`config.mk`:
```
export PLATFORM = sky130hd
export DESIGN_NAME = gb_fb_writer
export DESIGN_NICKNAME = d
export VERILOG_FILES = /design/src/rtl/gb_fb_writer.sv
export SDC_FILE = /design/constraint.sdc
export NUM_CORES = 1
export LEC_CHECK = 0
export CORE_ASPECT_RATIO = 1.4
export CORE_UTILIZATION = 55
export DETAILED_ROUTE_END_ITERATION = 8
export PLACE_DENSITY = 0.78
export SLEW_MARGIN = 20
export SYNTH_ARGS = -nofsm -noshare
export SYNTH_HDL_FRONTEND = slang
export SYNTH_SLANG_ARGS = --single-unit
```
`constraint.sdc`:
```
create_clock -name clk -period 3.1 [get_ports clk]
set_input_delay 0.62 -clock clk [delete_from_list [all_inputs] [get_ports clk]]
set_output_delay 0.62 -clock clk [all_outputs]
set_load 0.005 [all_outputs]
```
`src/rtl/gb_fb_writer.sv`:
```
// Game Boy LCD stream to linear framebuffer writer.
// Frames are aligned on the gb_vs edge; pixels go to y*GB_W+x with one cycle of latency.
module gb_fb_writer #(
  parameter int GB_W = 160,
  parameter int GB_H = 144
) (
  input  logic        clk,
  input  logic        rst,
  input  logic [1:0]  gb_pix,
  input  logic        gb_valid,
  input  logic        gb_hs,
  input  logic        gb_vs,
  output logic        wr_en,
  output logic [14:0] wr_addr,
  output logic [1:0]  wr_data,
  output logic        vsi,
  output logic        frame_done,
  output logic        err_long,
  output logic        err_short
);

  localparam int XW = $clog2(GB_W + 1);
  localparam int YW = $clog2(GB_H + 1);
  localparam logic [XW-1:0] X_MAX     = XW'(GB_W);
  localparam logic [YW-1:0] Y_MAX     = YW'(GB_H);
  localparam logic [YW-1:0] Y_LAST    = YW'(GB_H - 1);
  localparam logic [14:0]   BASE_STEP = 15'(GB_W);

  typedef enum logic [1:0] {WAIT_VS, CAPTURE, DONE} state_t;

  state_t        state;
  logic [XW-1:0] x;
  logic [YW-1:0] y;
  logic [14:0]   line_base;
  logic          hs_prev;
  logic          vs_prev;

  logic          hs_edge;
  logic          vs_edge;
  logic          accept;
  logic [XW-1:0] x_end;

  assign hs_edge = gb_hs & ~hs_prev;
  assign vs_edge = gb_vs & ~vs_prev;
  assign accept  = (state == CAPTURE) && gb_valid && (x < X_MAX) && (y < Y_MAX);
  // Pixel count of the line as it stands once this cycle's pixel (if any) lands.
  assign x_end   = accept ? x + XW'(1) : x;

  // NOTE: every register here is reset, including the write port, so a mid-frame
  // reset leaves the framebuffer interface fully idle rather than holding stale values.
  always_ff @(posedge clk or posedge rst) begin
    if (rst) begin
      state      <= WAIT_VS;
      x          <= '0;
      y          <= '0;
      line_base  <= '0;
      hs_prev    <= 1'b0;
      vs_prev    <= 1'b0;
      wr_en      <= 1'b0;
      wr_addr    <= '0;
      wr_data    <= '0;
      vsi        <= 1'b0;
      frame_done <= 1'b0;
      err_long   <= 1'b0;
      err_short  <= 1'b0;
    end else begin
      // NOTE: non-blocking assignments throughout; where the pixel and line-end branches
      // both assign x, the later one (line end) wins, giving write-then-advance order.
      hs_prev    <= gb_hs;
      vs_prev    <= gb_vs;
      wr_en      <= 1'b0;
      vsi        <= 1'b0;
      frame_done <= 1'b0;

      if (vs_edge) begin
        state     <= CAPTURE;
        x         <= '0;
        y         <= '0;
        line_base <= '0;
        vsi       <= 1'b1;
      end else begin
        case (state)
          CAPTURE: begin
            if (gb_valid) begin
              if (accept) begin
                wr_en   <= 1'b1;
                wr_addr <= line_base + 15'(x);
                wr_data <= gb_pix;
                x       <= x + XW'(1);
              end else begin
                err_long <= 1'b1;
              end
            end
            if (hs_edge) begin
              x         <= '0;
              y         <= y + YW'(1);
              line_base <= line_base + BASE_STEP;
              if (x_end != '0 && x_end < X_MAX) err_short <= 1'b1;
              if (y == Y_LAST) begin
                frame_done <= 1'b1;
                state      <= DONE;
              end
            end
          end
          DONE: begin
            if (gb_valid) err_long <= 1'b1;
          end
          default: ;
        endcase
      end
    end
  end

endmodule
```
# Yosys cells after proc, flatten, opt, wreduce, memory -nomap -nowiden
# Index checks and enable logic that the tools add are counted.
# Widths: inputs -> output; s select.
dict set report totals {
  input_bits 7
  reg_bits 57
  out_inout_bits 22
}
dict set report op_classes {
  n_mux 28
  eq_ne 6
  n_bitwise 5
  addsub 4
  n_reduce_logical 16
  order_cmp 3
}
# operator n
set ops {}
lappend ops {{$mux 8} 8}
lappend ops {{$mux 15} 3}
lappend ops {{$lt 8x8->1 const B} 3}
lappend ops {{$add 8x1->8 const B} 2}
lappend ops {{$add 15x8->15} 1}
lappend ops {{$add 15x8->15 const B} 1}
lappend ops {{$mux 1} 12}
lappend ops {{$eq 8x8->1 const B} 1}
lappend ops {{$mux 2} 4}
lappend ops {{$reduce_and 4->1} 2}
lappend ops {{$reduce_bool 2->1} 4}
lappend ops {{$reduce_bool 8->1} 1}
lappend ops {{$ne 2x2->1 const B} 3}
lappend ops {{$reduce_and 5->1} 1}
lappend ops {{$logic_and 1x1->1} 4}
lappend ops {{$reduce_and 2->1} 2}
lappend ops {{$not 1->1} 3}
lappend ops {{$reduce_and 3->1} 1}
lappend ops {{$reduce_bool 3->1} 1}
lappend ops {{$and 1x1->1} 2}
lappend ops {{$eq 2x1->1 const B} 1}
lappend ops {{$eq 2x2->1 const B} 1}
lappend ops {{$pmux 1 s2} 1}

# Logic depth before layout (Yosys ltp)
# Gate-level depths: netlist of run 1.
dict set report depth {
  depth_word 9
  mapped_depth 8
  mapped_depth_nobuf 6
}

# Least setup slack after synthesis of run 1
# OpenSTA, ideal clock, no wires.
dict set report synth_timing {
  path_type {input-to-reg}
  start {input gb_vs}
  end {register x[6]}
  arrival_ns 2.019
  slack_ns 1.010
  required_ns 3.029
  cell_stages 7
  cell_sequence {nand2b_1 clkbuf_1 inv_1 or3_1 clkbuf_1 or4_1 nand3_1}
}
dict set report synth_via {
  elab_chain_cells 3
  elab_cells_between_ends 5
  cone_classes {mux: 1; bitwise: 1; reduce/logical: 3}
}
# item line
set synth_rtl {}
lappend synth_rtl {{start, declared} 12} ;# input logic gb_vs,
lappend synth_rtl {{$and 1x1->1 (*)} 44} ;# assign vs_edge = gb_vs & ~vs_prev;
lappend synth_rtl {{$reduce_bool 3->1 (no line) or $reduce_bool 2->1 (tied branches)} -}
lappend synth_rtl {{$reduce_and 2->1 (no line)} -}
lappend synth_rtl {{end signal, assigned} 89} ;# x <= x + XW'(1);
lappend synth_rtl {{end, declared} 32} ;# logic [XW-1:0] x;
# Mark *: on every way between the ends. The rest lies on a longest branch, timed or not.
# A chain may end at the register's enable or synchronous reset.

# Worst setup path in the final report of run 1
dict set report layout_timing {
  start {input gb_valid}
  end {register err_short}
}
dict set report layout_via {
  elab_chain_cells 7
  elab_cells_between_ends 8
  cone_classes {order compare: 1; mux: 1; reduce/logical: 6}
}
# item line
set layout_rtl {}
lappend layout_rtl {{start, declared} 10} ;# input logic gb_valid,
lappend layout_rtl {{$logic_and 1x1->1 (*) (3 in a row)} 45} ;# assign accept = (state == CAPTURE) && gb_valid && (x < X_MAX) && (y < Y_MAX);
lappend layout_rtl {{$mux 8 (*)} -}
lappend layout_rtl {{$lt 8x8->1 or $reduce_bool 8->1 (tied branches)} 98} ;# if (x_end != '0 && x_end < X_MAX) err_short <= 1'b1;
lappend layout_rtl {{$logic_and 1x1->1 (*)} 98}
lappend layout_rtl {{$reduce_and 4->1 (no line) (*)} -}
lappend layout_rtl {{end signal, assigned} 65} ;# err_short <= 1'b0;
lappend layout_rtl {{end signal, assigned} 98}
lappend layout_rtl {{end, declared} 19} ;# output logic err_short
# Marked as above.

==> results.py, run 1 <==
metrics = {
    "place": {
        "globalplace.congestion": 0.837,
        "port_bufs": 28,
        "detailedPlacementHpwl_mm": 3.12,
    },
    "logic_synthesis": {
        "synthesis.nets": 278,
        "syn_area_um2": 2600,
        "syn-instance-count": 264,
        "yosys_register_bits": 52,
        "synth_cell_types": 41,
        "proportion_of_synthesized_chip_area_in_sequential_cells_pct": 50.0,
        "syn_area_per_cell_um2": 9.85,
        "synth.yosys.warnings": 0,
    },
    "global_route": {
        "track_usage_pct": 20.4,
        "first_global_vias": 1848,
        "grt-ovfl-total": 0,
        "antenna_violations_before_repair": 0,
        "grt_max_degree": 53,
        "grt_first_pass_wirelength_mm": 7.94,
    },
    "clock_tree": {
        "clk-insertion-delay-late_ns": 0.30,
        "clock_tree_from_tritoncts": "done",
        "cts_hold_buf": 0,
        "cts.sinks": 52,
        "cts_resized": 0,
        "htree_num_levels": 2,
        "ctsRootBufferMaster": "clkbuf_8",
        "postCtsSetupBuffers": 0,
        "clk_pin_slew_worst_paths_ns": 0.09,
        "cts_inserted_buffers": 5,
        "clock_path_buffers": 2,
    },
    "setup_path": {
        "crit_path_max_delay_family": "simple AND/OR/NAND/NOR gates",
        "worst_setup_path_end_kind": "flop",
        "path_class": "input pin to flop",
        "worstPathCellList": "clkdlybuf4s50_1 -> nand3b_1 -> nor4_4 -> and2_1 -> o21ai_0 -> a311oi_1",
        "reg2reg_setup_slack_ns": 1.00,
        "critical_path_peak_fanout": 9,
        "cp.arrival_ns": 2.54,
        "cp_max_stage_delay_ns": 0.52,
        "critPathSlowestCell": "nor4_4",
        "timing.critical_path.from": "gb_valid",
        "worstPathRequired_ns": 3.30,
        "rr_startpoint": "y[4]",
        "crit_buf_inv": 1,
        "worst_setup_path_start_kind": "input pin",
    },
    "floorplanning": {
        "die_area_um2": 5010,
        "ioPinCount": 29,
        "initial_core_util_pct": 57.3,
        "rows": 29,
        "floorplan.die.width_um": 60.1,
        "chip_height_um": 83.4,
        "core_area_um2": 4540,
    },
    "sta": {
        "final_hold_violation_count": 0,
        "finalSetupTns_ns": 0,
        "timing.max_slew.rel_slack_pct": 57.8,
        "transition_time_at_the_pin_with_the_least_slew_margin_ns": 0.633,
        "final-max-slew-violation-count": 0,
        "rsz0062_at_grt": "false",
        "finalSetupViolations": 0,
        "timing.clock.skew_ns": 0.00400,
        "layout_min_cycle_time_ns": 2.34,
        "max_freq_mhz": 428,
        "final.period_utilization_pct": 75.4,
    },
    "run_status": {
        "status": "finished, final reports clean",
    },
    "power": {
        "p_per_area_nw_per_um2": 485,
        "leakage_nw": 1.34,
        "max-vdd-ir-drop_v": 0.000347,
        "finalPower_mw": 1.48,
    },
    "routing": {
        "drt-total-wl_mm": 4.51,
        "antenna_violating_nets_post_route": 0,
        "detailedRoute.firstPassIterationCount": 4,
        "viasPerCell": 5.50,
        "route.detailed.drc": 0,
        "dr_total_vias": 1959,
        "drt_first_iter_violations": 107,
        "routed_wire_per_std_cell_um": 12.7,
    },
    "layout": {
        "layout.cells.most_common_list": "dfrtp_1 (52), o21ai_0 (30), nand2_1 (28), clkdlybuf4s50_1 (28), nor2_1 (22)",
        "drive_gt1_share_pct": 8.16,
        "final_common_cell": "dfrtp_1",
        "antennaDiodeCount": 0,
        "fin_nets": 307,
        "area_growth_syn_to_layout_pct": 17.6,
    },
    "worst_hold_path": {
        "hold_path.class": "flop to flop",
        "timing.hold.worst.start": "wr_addr[2]",
    },
    "job": {
        "maxCapViolations": 0,
    },
}
synth_stat cells (all sizes together):
library cell,count,share of area (%)
nor4,1,0.82
nand2,28,4.0
conb,1,0.14
a41oi,1,0.34
or4,2,0.58
and4,1,0.34
a21o,5,1.4
a21oi,12,2.3
and3,1,0.29
a211o,1,0.34
o21a,1,0.29
clkbuf,6,0.87
nand3b,1,0.29
nand2b,5,1.2
and2,2,0.48
nor2b,2,0.48
xnor2,10,3.4
and4bb,1,0.48
or2,1,0.24
xor2,13,4.4
o21bai,3,0.87
nand4,6,1.4
a2111oi,1,0.34
nor2,22,3.2
buf,4,0.72
ha,7,3.4
o21ai,30,5.8
or3,7,1.7
o31a,2,0.67
nor3,6,1.6
a311oi,1,0.34
nor4bb,1,0.39
mux2,6,2.6
o211ai,1,0.29
inv,6,0.87
dfrtp,52,50
nand3,12,2.3
mux2i,2,0.77
cell families (layout without fill, tap and decap cells):
group,after synthesis,count (layout),share of synthesized area (%)
AND/OR/NAND/NOR,99,99,19.9
AO/OA/AOI/OAI,58,58,13.0
flip-flops,52,52,50.0
XOR/XNOR,23,23,7.75
buffers and inverters,16,46,2.45
multiplexers,8,8,3.37
adder cells (fa/ha/maj),7,7,3.37
other,1,1,0.144
per-layer routing:
layer / global-route usage, % / routed length (um) / vias up
met5: 0 / 0 / -
met4: 6.77 / 53 / 0
met3: 3.43 / 109 / 5
met2: 36.4 / 2350 / 34
met1: 23.8 / 2000 / 943
li1: - / - / 977
final timing paths:
check	endpoint	cells past startpoint
worst min register to register	wr_addr[2]	2
worst max-delay path	err_short	6
min in group asynchronous	vsi	3
worst min-delay path	wr_addr[2]	2
max in group asynchronous	x[4]	3
worst max register to register	err_short	5
layout make-up:
type                    count  area [um^2]
repair buffers             32          310
well taps                  62         77.6
flip-flops and latches     52         1300
multi-input cells         196         1230
clock inverters             3         42.5
clock buffers               5         68.8
inverters                   6         22.5
fillers                   358         1480
registers in the layout (all words and copies together), names as in the netlist:
| register | count |
|---|---|
| state | 2 |
| wr_en | 1 |
| frame_done | 1 |
| err_long | 1 |
| wr_addr | 15 |
| wr_data | 2 |
| y | 8 |
| vs_prev | 1 |
| line_base | 10 |
| x | 8 |
| vsi | 1 |
| err_short | 1 |
| hs_prev | 1 |
where the power goes:
group          switching [mW]  leakage, nW  total, mW  internal [mW]
logic                   0.110        0.599      0.243          0.133
clock network           0.215       0.0541      0.454          0.239
registers              0.0506        0.689      0.786          0.735
worst min-delay path, delay by kind of cell, from the launching register on:
family,cells,cell delay (ns)
flops,1,0.35
simple gates,1,0.04
compound gates,1,0.06
per-stage QoR:
| stage | instances | hold WS, ns | instance area (um^2) | setup WS (ns) | util (%) |
|---|---|---|---|---|---|
| detailed placement | 348 | 0.468 | 2950 | 0.476 | 65.0 |
| CTS | 356 | 0.490 | 3060 | 0.764 | 67.4 |
| floorplan | 264 | 0.468 | 2600 | 1.01 | - |
| global route | 356 | 0.508 | 3060 | 0.573 | 67.4 |
| finish | 356 | 0.483 | 3060 | 0.762 | 67.4 |
| global placement | 348 | 0.460 | 2950 | 0.549 | 65.0 |
Power figures use the tool's default switching activity.
==> inputs of run 2 (changes only) <==
- clock period: 3.1 -> 2.3 ns (I/O delays scaled with it)
==> run 2 against run 1 <==
Against the previous run: cell area grew 2.9%; flip-flop and latch count is the same; core utilization grew 2.0 points; final cell count grew 3.1%; clock power grew 16%; combinational power grew 41%; register-to-register slack lost 0.69 ns; first-iteration DRC count shrank 35%.
==> results.py, run 2 (same netlist as run 1, synthesis figures left out) <==
metrics = {
    "layout": {
        "top_regs": "wr_addr: 15 flops, line_base: 10 flops",
        "largest_reg_flops": 15,
        "drive_gt1_share_pct": 11.1,
        "regMostFlops": "wr_addr",
        "layout.cells.most_common_list": "dfrtp_1 (52), o21ai_0 (30), nand2_1 (28), clkdlybuf4s50_1 (28), nor2_1 (22)",
        "register_area_um2": 1300,
        "multi_input_area_um2": 1230,
        "nFillCells": 353,
        "antennaDiodeCount": 0,
        "final_common_cell": "dfrtp_1",
        "final_util_pct": 69.4,
        "fin_nets": 318,
        "area_growth_syn_to_layout_pct": 21.1,
    },
    "sta": {
        "final_hold_violation_count": 0,
        "transition_time_at_the_pin_with_the_least_slew_margin_ns": 0.491,
        "max_freq_mhz": 475,
        "final-max-slew-violation-count": 0,
        "layout_min_cycle_time_ns": 2.11,
        "finalSetupViolations": 0,
        "rsz0062_at_grt": "false",
        "finalSetupTns_ns": 0,
        "final.period_utilization_pct": 91.6,
        "timing.clock.skew_ns": 0.00565,
        "finalWorstSetupSlack_ns": 0.194,
        "timing.max_slew.rel_slack_pct": 67.0,
    },
    "setup_path": {
        "critical_path_peak_fanout": 5,
        "path_class": "input pin to flop",
        "critical_path_capture_point": "err_short",
        "worstPathRequired_ns": 2.50,
        "cp.arrival_ns": 2.30,
        "worstRegToRegCells": 5,
        "critical_register_to_register_path_endpoint": "err_short",
        "rr_startpoint": "x[6]",
        "worst_setup_path_start_kind": "input pin",
        "reg2reg_setup_slack_ns": 0.31,
        "worst_setup_path_end_kind": "flop",
        "timing.critical_path.from": "gb_valid",
    },
    "global_route": {
        "grt.met2_usage_pct": 34.5,
        "grt_max_degree": 32,
        "first_global_vias": 1900,
        "grt_most_used_layer": "met2",
        "track_usage_pct": 20.7,
        "antenna_violations_before_repair": 0,
        "use_met3_pct": 5.14,
        "grt_first_pass_wirelength_mm": 7.99,
        "grt-ovfl-total": 0,
        "grt.met1_usage_pct": 24.7,
    },
    "clock_tree": {
        "clock_tree_from_tritoncts": "done",
        "cts_resized": 0,
        "clk-insertion-delay-late_ns": 0.30,
        "cts_inserted_buffers": 5,
        "cts.sinks": 52,
        "clock_path_buffers": 2,
        "ctsRootBufferMaster": "clkbuf_8",
        "cts_hold_buf": 0,
        "clk_pin_slew_worst_paths_ns": 0.09,
        "htree_num_levels": 2,
        "postCtsSetupBuffers": 0,
    },
    "routing": {
        "dr_total_vias": 2014,
        "routed_wire_per_std_cell_um": 12.4,
        "viasPerCell": 5.49,
        "drt_first_iter_violations": 70,
        "route.detailed.drc": 0,
        "drt-total-wl_mm": 4.56,
        "detailedRoute.firstPassIterationCount": 5,
        "antenna_violating_nets_post_route": 0,
    },
    "floorplanning": {
        "core_area_um2": 4540,
        "die_area_um2": 5010,
        "floorplan.die.width_um": 60.1,
        "chip_height_um": 83.4,
        "rows": 29,
        "ioPinCount": 29,
        "initial_core_util_pct": 57.3,
    },
    "place": {
        "dp_worst_setup_slack_ns": -0.136,
        "port_bufs": 28,
        "globalplace.congestion": 0.816,
        "detailedPlacementHpwl_mm": 3.35,
    },
    "run_status": {
        "status": "finished, final reports clean",
    },
    "power": {
        "p_per_area_nw_per_um2": 613,
        "finalPower_mw": 1.93,
        "max-vdd-ir-drop_v": 0.000525,
        "leakage_nw": 1.40,
    },
    "worst_hold_path": {
        "hold_path.class": "input pin to asynchronous set/reset pin",
    },
    "job": {
        "maxCapViolations": 0,
    },
}
==> run 2: layout make-up <==
cell class                 count  share of cell area, %
clock inverter                 1                  0.238
tap                           62                   2.46
timing repair buffer          43                   13.3
multi-input combinational    196                   39.2
sequential                    52                   41.3
clock buffer                   7                   2.74
inverter                       6                  0.715
==> run 2: worst min-delay path by stage <==
stage                start      endpoint  cells after the start
2_1_floorplan     err_long      err_long                      1
3_3_place_gp   wr_addr[12]   wr_addr[12]                      2
3_5_place_dp   wr_addr[14]   wr_addr[14]                      2
4_1_cts                rst  line_base[8]                      2
5_1_grt        wr_addr[11]   wr_addr[11]                      2
6_report               rst  line_base[8]                      2
==> run 2: layer usage <==
| metal | wire length, um | vias up |
|---|---|---|
| li1 | - | 1002 |
| met1 | 1990 | 964 |
| met2 | 2370 | 40 |
| met3 | 142 | 8 |
| met4 | 61 | 0 |
| met5 | 0 | - |
==> run 2: report_power, final <==
group          total (mW)  internal, mW  switching (mW)
Combinational       0.342         0.193           0.150
Clock               0.528         0.245           0.283
Sequential           1.06         0.991          0.0677
==> run 2: per-stage QoR <==
| step | cell area (um^2) | hold WS (ns) | std cells |
|---|---|---|---|
| 6_report | 3150 | 0.480 | 367 |
| 5_1_grt | 3150 | 0.501 | 367 |
| 4_1_cts | 3150 | 0.490 | 367 |
| 3_5_place_dp | 3050 | 0.469 | 359 |
| 3_3_place_gp | 3050 | 0.460 | 359 |
| 2_1_floorplan | 2600 | 0.468 | 264 |
==> run 2: worst max-delay path, cell delays in order <==
cell and delay (ns):
clkdlybuf4s50_1 0.48, nand3b_1 0.16, buf_4 0.19, nor4_4 0.36, nor3_1 0.08, a211o_1 0.28, a311oi_1 0.28
